==> config.mk <==
export PLATFORM = sky130hd
export DESIGN_NAME = snax_csr_tracking_translator_flat
export DESIGN_NICKNAME = d
export VERILOG_FILES = /design/src/rtl/snax_csr_tracking_translator_if.sv /design/src/rtl/snax_csr_tracking_translator.sv /design/src/flat_wrapper.sv
export SDC_FILE = /design/constraint.sdc
export NUM_CORES = 1
export LEC_CHECK = 0
export ABC_AREA = 0
export CAP_MARGIN = 20
export CORE_AREA = 2 2 95 97
export CTS_CLUSTER_SIZE = 40
export DETAILED_ROUTE_END_ITERATION = 6
export DIE_AREA = 0 0 97 99
export DONT_BUFFER_PORTS = 1
export SLEW_MARGIN = 40
export SYNTH_ARGS = -nofsm -noshare
export SYNTH_HDL_FRONTEND = slang
export SYNTH_SLANG_ARGS = --single-unit
export TNS_END_PERCENT = 10
==> constraint.sdc <==
create_clock -name clk_i -period 1.7 [get_ports clk_i]
set_input_delay 0.17 -clock clk_i [delete_from_list [all_inputs] [get_ports clk_i]]
set_output_delay 0.17 -clock clk_i [all_outputs]
set_load 0.005 [all_outputs]
==> src/rtl/snax_csr_tracking_translator_if.sv <==
// SNAX accelerator port <-> simplified CSR req/rsp port bundle.
// Signal names keep the translator's historical port names so existing
// hookups can be mapped one-to-one. The package carries the default SNAX
// request/response structs and the CSR instruction match patterns.

package snax_csr_tracking_translator_pkg;

  typedef struct packed {
    logic [4:0]  id;
    logic [31:0] data_op;
    logic [31:0] data_arga;
    logic [31:0] data_argb;
  } acc_req_t;

  typedef struct packed {
    logic [4:0]  id;
    logic [31:0] data;
    logic        error;
  } acc_rsp_t;

  // Read-type CSR instructions (rd receives the old value, no plain write)
  localparam logic [31:0] CSRRS  = 32'b?????????????????010?????1110011;
  localparam logic [31:0] CSRRC  = 32'b?????????????????011?????1110011;
  localparam logic [31:0] CSRRSI = 32'b?????????????????110?????1110011;
  localparam logic [31:0] CSRRCI = 32'b?????????????????111?????1110011;

endpackage

interface snax_csr_tracking_translator_if #(
  parameter type         acc_req_t = snax_csr_tracking_translator_pkg::acc_req_t,
  parameter type         acc_rsp_t = snax_csr_tracking_translator_pkg::acc_rsp_t,
  parameter int unsigned DataWidth = 32,
  parameter int unsigned AddrWidth = 32
);
  // SNAX side
  logic                 snax_qvalid_i;
  logic                 snax_qready_o;
  acc_req_t             snax_req_i;
  acc_rsp_t             snax_resp_o;
  logic                 snax_pvalid_o;
  logic                 snax_pready_i;
  // CSR manager side
  logic [DataWidth-1:0] io_csr_req_bits_data_i;
  logic [AddrWidth-1:0] io_csr_req_bits_addr_i;
  logic                 io_csr_req_bits_write_i;
  logic                 io_csr_req_valid_i;
  logic                 io_csr_req_ready_o;
  logic                 io_csr_rsp_ready_i;
  logic                 io_csr_rsp_valid_o;
  logic [DataWidth-1:0] io_csr_rsp_bits_data_o;

  // Translator view
  modport slave (
    input  snax_qvalid_i, snax_req_i, snax_pready_i,
           io_csr_req_ready_o, io_csr_rsp_valid_o, io_csr_rsp_bits_data_o,
    output snax_qready_o, snax_resp_o, snax_pvalid_o,
           io_csr_req_bits_data_i, io_csr_req_bits_addr_i, io_csr_req_bits_write_i,
           io_csr_req_valid_i, io_csr_rsp_ready_i
  );

  // Environment view (Snitch port plus CSR manager)
  modport master (
    output snax_qvalid_i, snax_req_i, snax_pready_i,
           io_csr_req_ready_o, io_csr_rsp_valid_o, io_csr_rsp_bits_data_o,
    input  snax_qready_o, snax_resp_o, snax_pvalid_o,
           io_csr_req_bits_data_i, io_csr_req_bits_addr_i, io_csr_req_bits_write_i,
           io_csr_req_valid_i, io_csr_rsp_ready_i
  );

endinterface

==> src/rtl/snax_csr_tracking_translator.sv <==
// SNAX CSR request/response translator with in-order tag tracking.
// Requests go straight through combinationally; a small tag FIFO remembers
// {id, err} for every accepted request so each response carries its id.
// Optional feature: define SNAX_CSR_TRANSLATOR_RANGE_CHECK_EN to answer
// out-of-range CSR addresses locally with error = 1 instead of forwarding.

module snax_csr_tracking_translator #(
  parameter type         acc_req_t      = snax_csr_tracking_translator_pkg::acc_req_t,
  parameter type         acc_rsp_t      = snax_csr_tracking_translator_pkg::acc_rsp_t,
  parameter int unsigned DataWidth      = 32,
  parameter int unsigned AddrWidth      = 32,
  parameter int unsigned IdWidth        = 5,
  parameter logic [31:0] CsrAddrOffset  = 32'h3c0,
  parameter int unsigned NumCsr         = 64,
  parameter int unsigned MaxOutstanding = 4
) (
  input logic                           clk_i,
  input logic                           rst_ni,
  snax_csr_tracking_translator_if.slave bus
);

  localparam int unsigned PtrWidth = (MaxOutstanding > 1) ? $clog2(MaxOutstanding) : 1;
  localparam int unsigned CntWidth = $clog2(MaxOutstanding + 1);

  if (MaxOutstanding < 1) begin : g_depth_check
    $error("MaxOutstanding must be at least 1");
  end
  if (NumCsr < 1) begin : g_numcsr_check
    $error("NumCsr must be at least 1");
  end

  typedef struct packed {
    logic [IdWidth-1:0] id;
    logic               err;
  } tag_t;

  acc_req_t            req;
  acc_rsp_t            rsp;
  tag_t                mem [MaxOutstanding];
  tag_t                head;
  logic [PtrWidth-1:0] wptr;
  logic [PtrWidth-1:0] rptr;
  logic [CntWidth-1:0] cnt;
  logic                full;
  logic                empty;
  logic                push;
  logic                pop;
  logic                loc_err;
  logic                is_read;

  assign req = bus.snax_req_i;

  localparam int unsigned ArgWidth = $bits(req.data_argb);

  function automatic logic [PtrWidth-1:0] next_ptr(input logic [PtrWidth-1:0] p);
    return (p == PtrWidth'(MaxOutstanding - 1)) ? '0 : p + PtrWidth'(1);
  endfunction

  // ---------------------------------------------------------------- request
  logic [ArgWidth-1:0] addr_diff;

  assign addr_diff = req.data_argb - ArgWidth'(CsrAddrOffset);

`ifdef SNAX_CSR_TRANSLATOR_RANGE_CHECK_EN
  // One extra bit so CsrAddrOffset + NumCsr cannot wrap around
  typedef logic [ArgWidth:0] ext_t;
  assign loc_err = (ext_t'(req.data_argb) <  ext_t'(CsrAddrOffset)) |
                   (ext_t'(req.data_argb) >= ext_t'(CsrAddrOffset) + ext_t'(NumCsr));
`else
  assign loc_err = 1'b0;
`endif

  // Classify the instruction: set/clear variants only read back
  always_comb begin
    is_read = 1'b0;
    casez (req.data_op)
      snax_csr_tracking_translator_pkg::CSRRS,
      snax_csr_tracking_translator_pkg::CSRRSI,
      snax_csr_tracking_translator_pkg::CSRRC,
      snax_csr_tracking_translator_pkg::CSRRCI: is_read = 1'b1;
      default:                                  is_read = 1'b0;
    endcase
  end

  assign bus.io_csr_req_bits_data_i  = req.data_arga[DataWidth-1:0];
  assign bus.io_csr_req_bits_addr_i  = AddrWidth'(addr_diff);
  assign bus.io_csr_req_bits_write_i = rst_ni & bus.snax_qvalid_i & ~is_read;
  assign bus.io_csr_req_valid_i      = bus.snax_qvalid_i & ~full & ~loc_err;
  // Locally answered requests only need a free tag slot, not the downstream
  assign bus.snax_qready_o           = ~full & (bus.io_csr_req_ready_o | loc_err);

  assign push = bus.snax_qvalid_i & bus.snax_qready_o;

  // --------------------------------------------------------------- response
  assign full  = (cnt == CntWidth'(MaxOutstanding));
  assign empty = (cnt == '0);
  assign head  = mem[rptr];

  assign bus.snax_pvalid_o      = ~empty & (head.err | bus.io_csr_rsp_valid_o);
  assign bus.io_csr_rsp_ready_i = ~empty & ~head.err & bus.snax_pready_i;

  assign pop = bus.snax_pvalid_o & bus.snax_pready_i;

  // Assemble the SNAX response from the head tag and downstream data
  always_comb begin
    rsp       = '0;
    rsp.id    = head.id;
    rsp.error = head.err;
    if (!head.err) begin
      rsp.data[DataWidth-1:0] = bus.io_csr_rsp_bits_data_o;
    end
  end

  assign bus.snax_resp_o = rsp;

  // ---------------------------------------------------------------- storage
  // Tag slots carry no reset; only the pointers define what is valid
  always_ff @(posedge clk_i) begin
    if (push) begin
      mem[wptr] <= '{id: req.id[IdWidth-1:0], err: loc_err};
    end
  end

  // Pointer and occupancy bookkeeping; push and pop together keep cnt
  always_ff @(posedge clk_i or negedge rst_ni) begin
    if (!rst_ni) begin
      wptr <= '0;
      rptr <= '0;
      cnt  <= '0;
    end else begin
      if (push) wptr <= next_ptr(wptr);
      if (pop)  rptr <= next_ptr(rptr);
      case ({push, pop})
        2'b10:   cnt <= cnt + CntWidth'(1);
        2'b01:   cnt <= cnt - CntWidth'(1);
        default: cnt <= cnt;
      endcase
    end
  end

  // A downstream response with nothing outstanding cannot be matched to a request
  assert property (@(posedge clk_i) disable iff (!rst_ni)
                   !(bus.io_csr_rsp_valid_o && empty))
    else $error("csr response valid with no outstanding request");

endmodule

==> src/flat_wrapper.sv <==
// flat-port wrapper written by rule: the top's interface ports become plain ports
module snax_csr_tracking_translator_flat 
#(
  parameter type         acc_req_t      = snax_csr_tracking_translator_pkg::acc_req_t,
  parameter type         acc_rsp_t      = snax_csr_tracking_translator_pkg::acc_rsp_t,
  parameter int unsigned DataWidth      = 32,
  parameter int unsigned AddrWidth      = 32,
  parameter int unsigned IdWidth        = 5,
  parameter logic [31:0] CsrAddrOffset  = 32'h3c0,
  parameter int unsigned NumCsr         = 64,
  parameter int unsigned MaxOutstanding = 4
)
  (clk_i, rst_ni, bus_snax_qvalid_i, bus_snax_req_i, bus_snax_pready_i, bus_io_csr_req_ready_o, bus_io_csr_rsp_valid_o, bus_io_csr_rsp_bits_data_o, bus_snax_qready_o, bus_snax_resp_o, bus_snax_pvalid_o, bus_io_csr_req_bits_data_i, bus_io_csr_req_bits_addr_i, bus_io_csr_req_bits_write_i, bus_io_csr_req_valid_i, bus_io_csr_rsp_ready_i);
  snax_csr_tracking_translator_if #(.acc_req_t(acc_req_t), .acc_rsp_t(acc_rsp_t), .DataWidth(DataWidth), .AddrWidth(AddrWidth)) bus_i ();
  input logic clk_i;
  input logic rst_ni;
  input wire logic [$bits(bus_i.snax_qvalid_i)-1:0] bus_snax_qvalid_i;
  input wire logic [$bits(bus_i.snax_req_i)-1:0] bus_snax_req_i;
  input wire logic [$bits(bus_i.snax_pready_i)-1:0] bus_snax_pready_i;
  input wire logic [$bits(bus_i.io_csr_req_ready_o)-1:0] bus_io_csr_req_ready_o;
  input wire logic [$bits(bus_i.io_csr_rsp_valid_o)-1:0] bus_io_csr_rsp_valid_o;
  input wire logic [$bits(bus_i.io_csr_rsp_bits_data_o)-1:0] bus_io_csr_rsp_bits_data_o;
  output wire logic [$bits(bus_i.snax_qready_o)-1:0] bus_snax_qready_o;
  output wire logic [$bits(bus_i.snax_resp_o)-1:0] bus_snax_resp_o;
  output wire logic [$bits(bus_i.snax_pvalid_o)-1:0] bus_snax_pvalid_o;
  output wire logic [$bits(bus_i.io_csr_req_bits_data_i)-1:0] bus_io_csr_req_bits_data_i;
  output wire logic [$bits(bus_i.io_csr_req_bits_addr_i)-1:0] bus_io_csr_req_bits_addr_i;
  output wire logic [$bits(bus_i.io_csr_req_bits_write_i)-1:0] bus_io_csr_req_bits_write_i;
  output wire logic [$bits(bus_i.io_csr_req_valid_i)-1:0] bus_io_csr_req_valid_i;
  output wire logic [$bits(bus_i.io_csr_rsp_ready_i)-1:0] bus_io_csr_rsp_ready_i;
  assign bus_i.snax_qvalid_i = bus_snax_qvalid_i;
  assign bus_i.snax_req_i = bus_snax_req_i;
  assign bus_i.snax_pready_i = bus_snax_pready_i;
  assign bus_i.io_csr_req_ready_o = bus_io_csr_req_ready_o;
  assign bus_i.io_csr_rsp_valid_o = bus_io_csr_rsp_valid_o;
  assign bus_i.io_csr_rsp_bits_data_o = bus_io_csr_rsp_bits_data_o;
  assign bus_snax_qready_o = bus_i.snax_qready_o;
  assign bus_snax_resp_o = bus_i.snax_resp_o;
  assign bus_snax_pvalid_o = bus_i.snax_pvalid_o;
  assign bus_io_csr_req_bits_data_i = bus_i.io_csr_req_bits_data_i;
  assign bus_io_csr_req_bits_addr_i = bus_i.io_csr_req_bits_addr_i;
  assign bus_io_csr_req_bits_write_i = bus_i.io_csr_req_bits_write_i;
  assign bus_io_csr_req_valid_i = bus_i.io_csr_req_valid_i;
  assign bus_io_csr_rsp_ready_i = bus_i.io_csr_rsp_ready_i;
  snax_csr_tracking_translator #(.acc_req_t(acc_req_t), .acc_rsp_t(acc_rsp_t), .DataWidth(DataWidth), .AddrWidth(AddrWidth), .IdWidth(IdWidth), .CsrAddrOffset(CsrAddrOffset), .NumCsr(NumCsr), .MaxOutstanding(MaxOutstanding)) u_core (.clk_i(clk_i), .rst_ni(rst_ni), .bus(bus_i));
endmodule
==> results.yml <==
outcome:
  status: "complete, but fails checks"
  violations: "negative setup slack"
synthesis:
  yosys_warnings: 0
  synth_top_cell_by_area: "edfxtp_1"
  syn_area_per_cell_um2: 10.5
  synth_cells: 212
  syn_nets: 359
  synth_area_um2: 2220
  yosysTopAreaCellShare_pct: 27.0
  ys_seq_elements: 27
  synth.distinct_cells: 35
  async_reset_ff_share_pct: 25.9
  synth_area_leaders: "edfxtp_1 27%, buf_4 24%, dfrtp_1 7.9%"
  synth_ff_type: "edfxtp_1"
  synth_edf_count: 20
  yosysSeqAreaShare_pct: 34.9
clock_network:
  clk_latency_ns: 0.27
  h-tree-depth: 1
  clk_path_buf_depth: 2
  cts_tree: "yes"
  cts-root-buf: "clkbuf_8"
  clk_pin_slew_ns: 0.09
  cts_made_buffers: 3
  clock_sinks: 27
drt:
  vias: 1242
  via_per_inst: 4.55
  drtPass1Iterations: 5
  drc: 0
  wl_mm: 3.83
  wire_per_inst_um: 14.0
  antenna_left: 0
  drt_iter0_markers: 27
floorplanning:
  dieArea_um2: 9600
  core_area_um2: 8550
  pin_count: 246
  dieHeight_um: 99
  rows: 34
  initial_core_util_pct: 26.0
  die_w_um: 97
worst_setup_path:
  critPathKind: "reg -> reg"
  critPathArrivalTime_ns: 2.04
  timing.critical_path.from_type: "flop"
  worst-path-max-fanout: 3
  worst_setup_path_end_kind: "flop"
  critPathRequiredTime_ns: 1.90
  max_stage_delay_ns: 0.43
  worst_path_max_delay_cell: "dfrtp_1"
  crit_chain: "nor2_2, a21boi_2, and2_4, inv_2, ha_4, inv_2, fa_2, xor2_1, nor2_1, xor2_1"
finish:
  area_delta_synth_final_pct: -5.06
  final_common_cell: "edfxtp_1"
  antennaDiodeCount: 0
  drive_above_1_share_pct: 29.7
  fin_nets: 313
  num-fill-cells: 900
  final_cell_mix: "20 x edfxtp_1, 16 x buf_4, 12 x nor2_1, 12 x xnor2_1, 12 x xor2_1"
  finalNonFillerCells: 273
sta:
  setup_viol: 2
  hold_ws_ns: 0.232
  maxSlewViolCount: 0
  rsz0062_at_grt: "true"
  fin_ws_ns: -0.138
  fin_crit_sh_pct: 108
  hold_viol: 0
  fin_skew_ns: 0.00718
  min_period_ns: 1.84
  fmax_ghz: 0.544
power_and_ir_drop:
  power.leakage_nw: 0.787
  ir_worst_vdd_uv: 683
  power_mw: 2.16
  power.density_nw_per_um2: 1020
placed_design:
  portBuffers: 0
  hpwl_mm: 3.13
  dp_cells: 260
  gp_congestion: 0.742
global_route:
  grt-ovfl-total: 0
  grt_pass1_wl_mm: 6.03
  grt_max_degree: 18
  grt_pass1_vias: 1267
  grt_usage_pct: 7.39
  grt_antenna_before_repair: 0
min_path:
  holdCritPathClass: "in -> async"
run:
  drv_cap: 0
[through the flow]
step | setup slack (ns) | instance area (µm²) | util [%] | TNS (ns)
after floorplan | -0.0992 | 2250 | - | -0.0992
after global placement | -0.111 | 1940 | 22.7 | -0.186
after detailed placement | -0.152 | 1940 | 22.7 | -0.418
after CTS | -0.126 | 2090 | 24.4 | -0.181
after global routing | -0.222 | 2110 | 24.7 | -0.670
final | -0.138 | 2110 | 24.7 | -0.200
[metal layers]
metal  vias up  GRT usage (%)  share of wire [%]
li1        550              -                  -
met1       564           8.99                 38
met2       108           11.9                 48
met3        20           2.91                 13
met4         0           2.71                2.0
met5         -              0                  0
[repair_timing]
item,in CTS,in global routing
setup buffers,2,1
resized for setup,4,3
hold endpoints to repair,27,0
pin swaps,7,1
gates cloned,0,0
hold buffers,6,0
setup endpoints to repair,6,13
[registers in the layout, indices dropped and copies added (netlist names)]
name and cells:
u_core.mem 20, u_core.cnt 3, u_core.wptr 2, u_core.rptr 2
[worst max-delay path: cells and delay by family (launching register included)]
| family | cells | cell delay [ns] |
|---|---|---|
| adder cells (fa/ha/maj) | 2 | 0.46 |
| AND/OR/NAND/NOR | 3 | 0.42 |
| AO/OA/AOI/OAI | 1 | 0.07 |
| flip-flops | 1 | 0.43 |
| buffers and inverters | 2 | 0.09 |
| XOR/XNOR | 2 | 0.30 |
[synth_stat cells (5+ instances only)]
cell type and number:
buf_4 71, xor2_1 12, nand3_1 7, dfrtp_1 7, nor3_1 5, inv_1 8
nand2_1 7, ha_1 7, xnor2_1 15, edfxtp_1 20, nor2_1 13, mux4_2 5
[final timing paths]
kind	to	slack, ns	startpoint	depth (start not counted)
worst min register to register	u_core.wptr[1]	0.58	u_core.wptr[1]	1
worst max register to register	u_core.cnt[2]	-0.14	u_core.cnt[1]	10
worst max-delay path	u_core.cnt[2]	-0.14	u_core.cnt[1]	10
min in group clk_i	u_core.cnt[0]	0.27	bus_io_csr_rsp_valid_o	4
max in group asynchronous	u_core.rptr[0]	1.19	rst_ni	1
worst min-delay path	u_core.cnt[2]	0.23	rst_ni	1
[layout make-up]
class | instances | area (µm²) | share of cell area (%)
repair buffers | 22 | 180 | 8.53
clock inverters | 1 | 8.76 | 0.415
inverters | 8 | 30.0 | 1.42
well taps | 108 | 135 | 6.40
flip-flops and latches | 27 | 777 | 36.8
clock buffers | 3 | 41.3 | 1.95
multi-input cells | 104 | 940 | 44.5
[report_power, final]
| part | total [mW] | internal (mW) | switching (mW) |
|---|---|---|---|
| Clock | 0.379 | 0.172 | 0.207 |
| Sequential | 1.01 | 0.854 | 0.152 |
| Combinational | 0.774 | 0.442 | 0.332 |
| Total | 2.16 | 1.47 | 0.692 |
[cell families after synthesis]
kind of cell | synth area share (%)
mux | 7.54
compound gates | 1.07
other cells | 0.169
buf+inv | 25.6
fa+ha+maj | 4.84
xor+xnor | 10.6
simple gates | 15.2
flops | 34.9
Power figures use the tool's default switching activity.
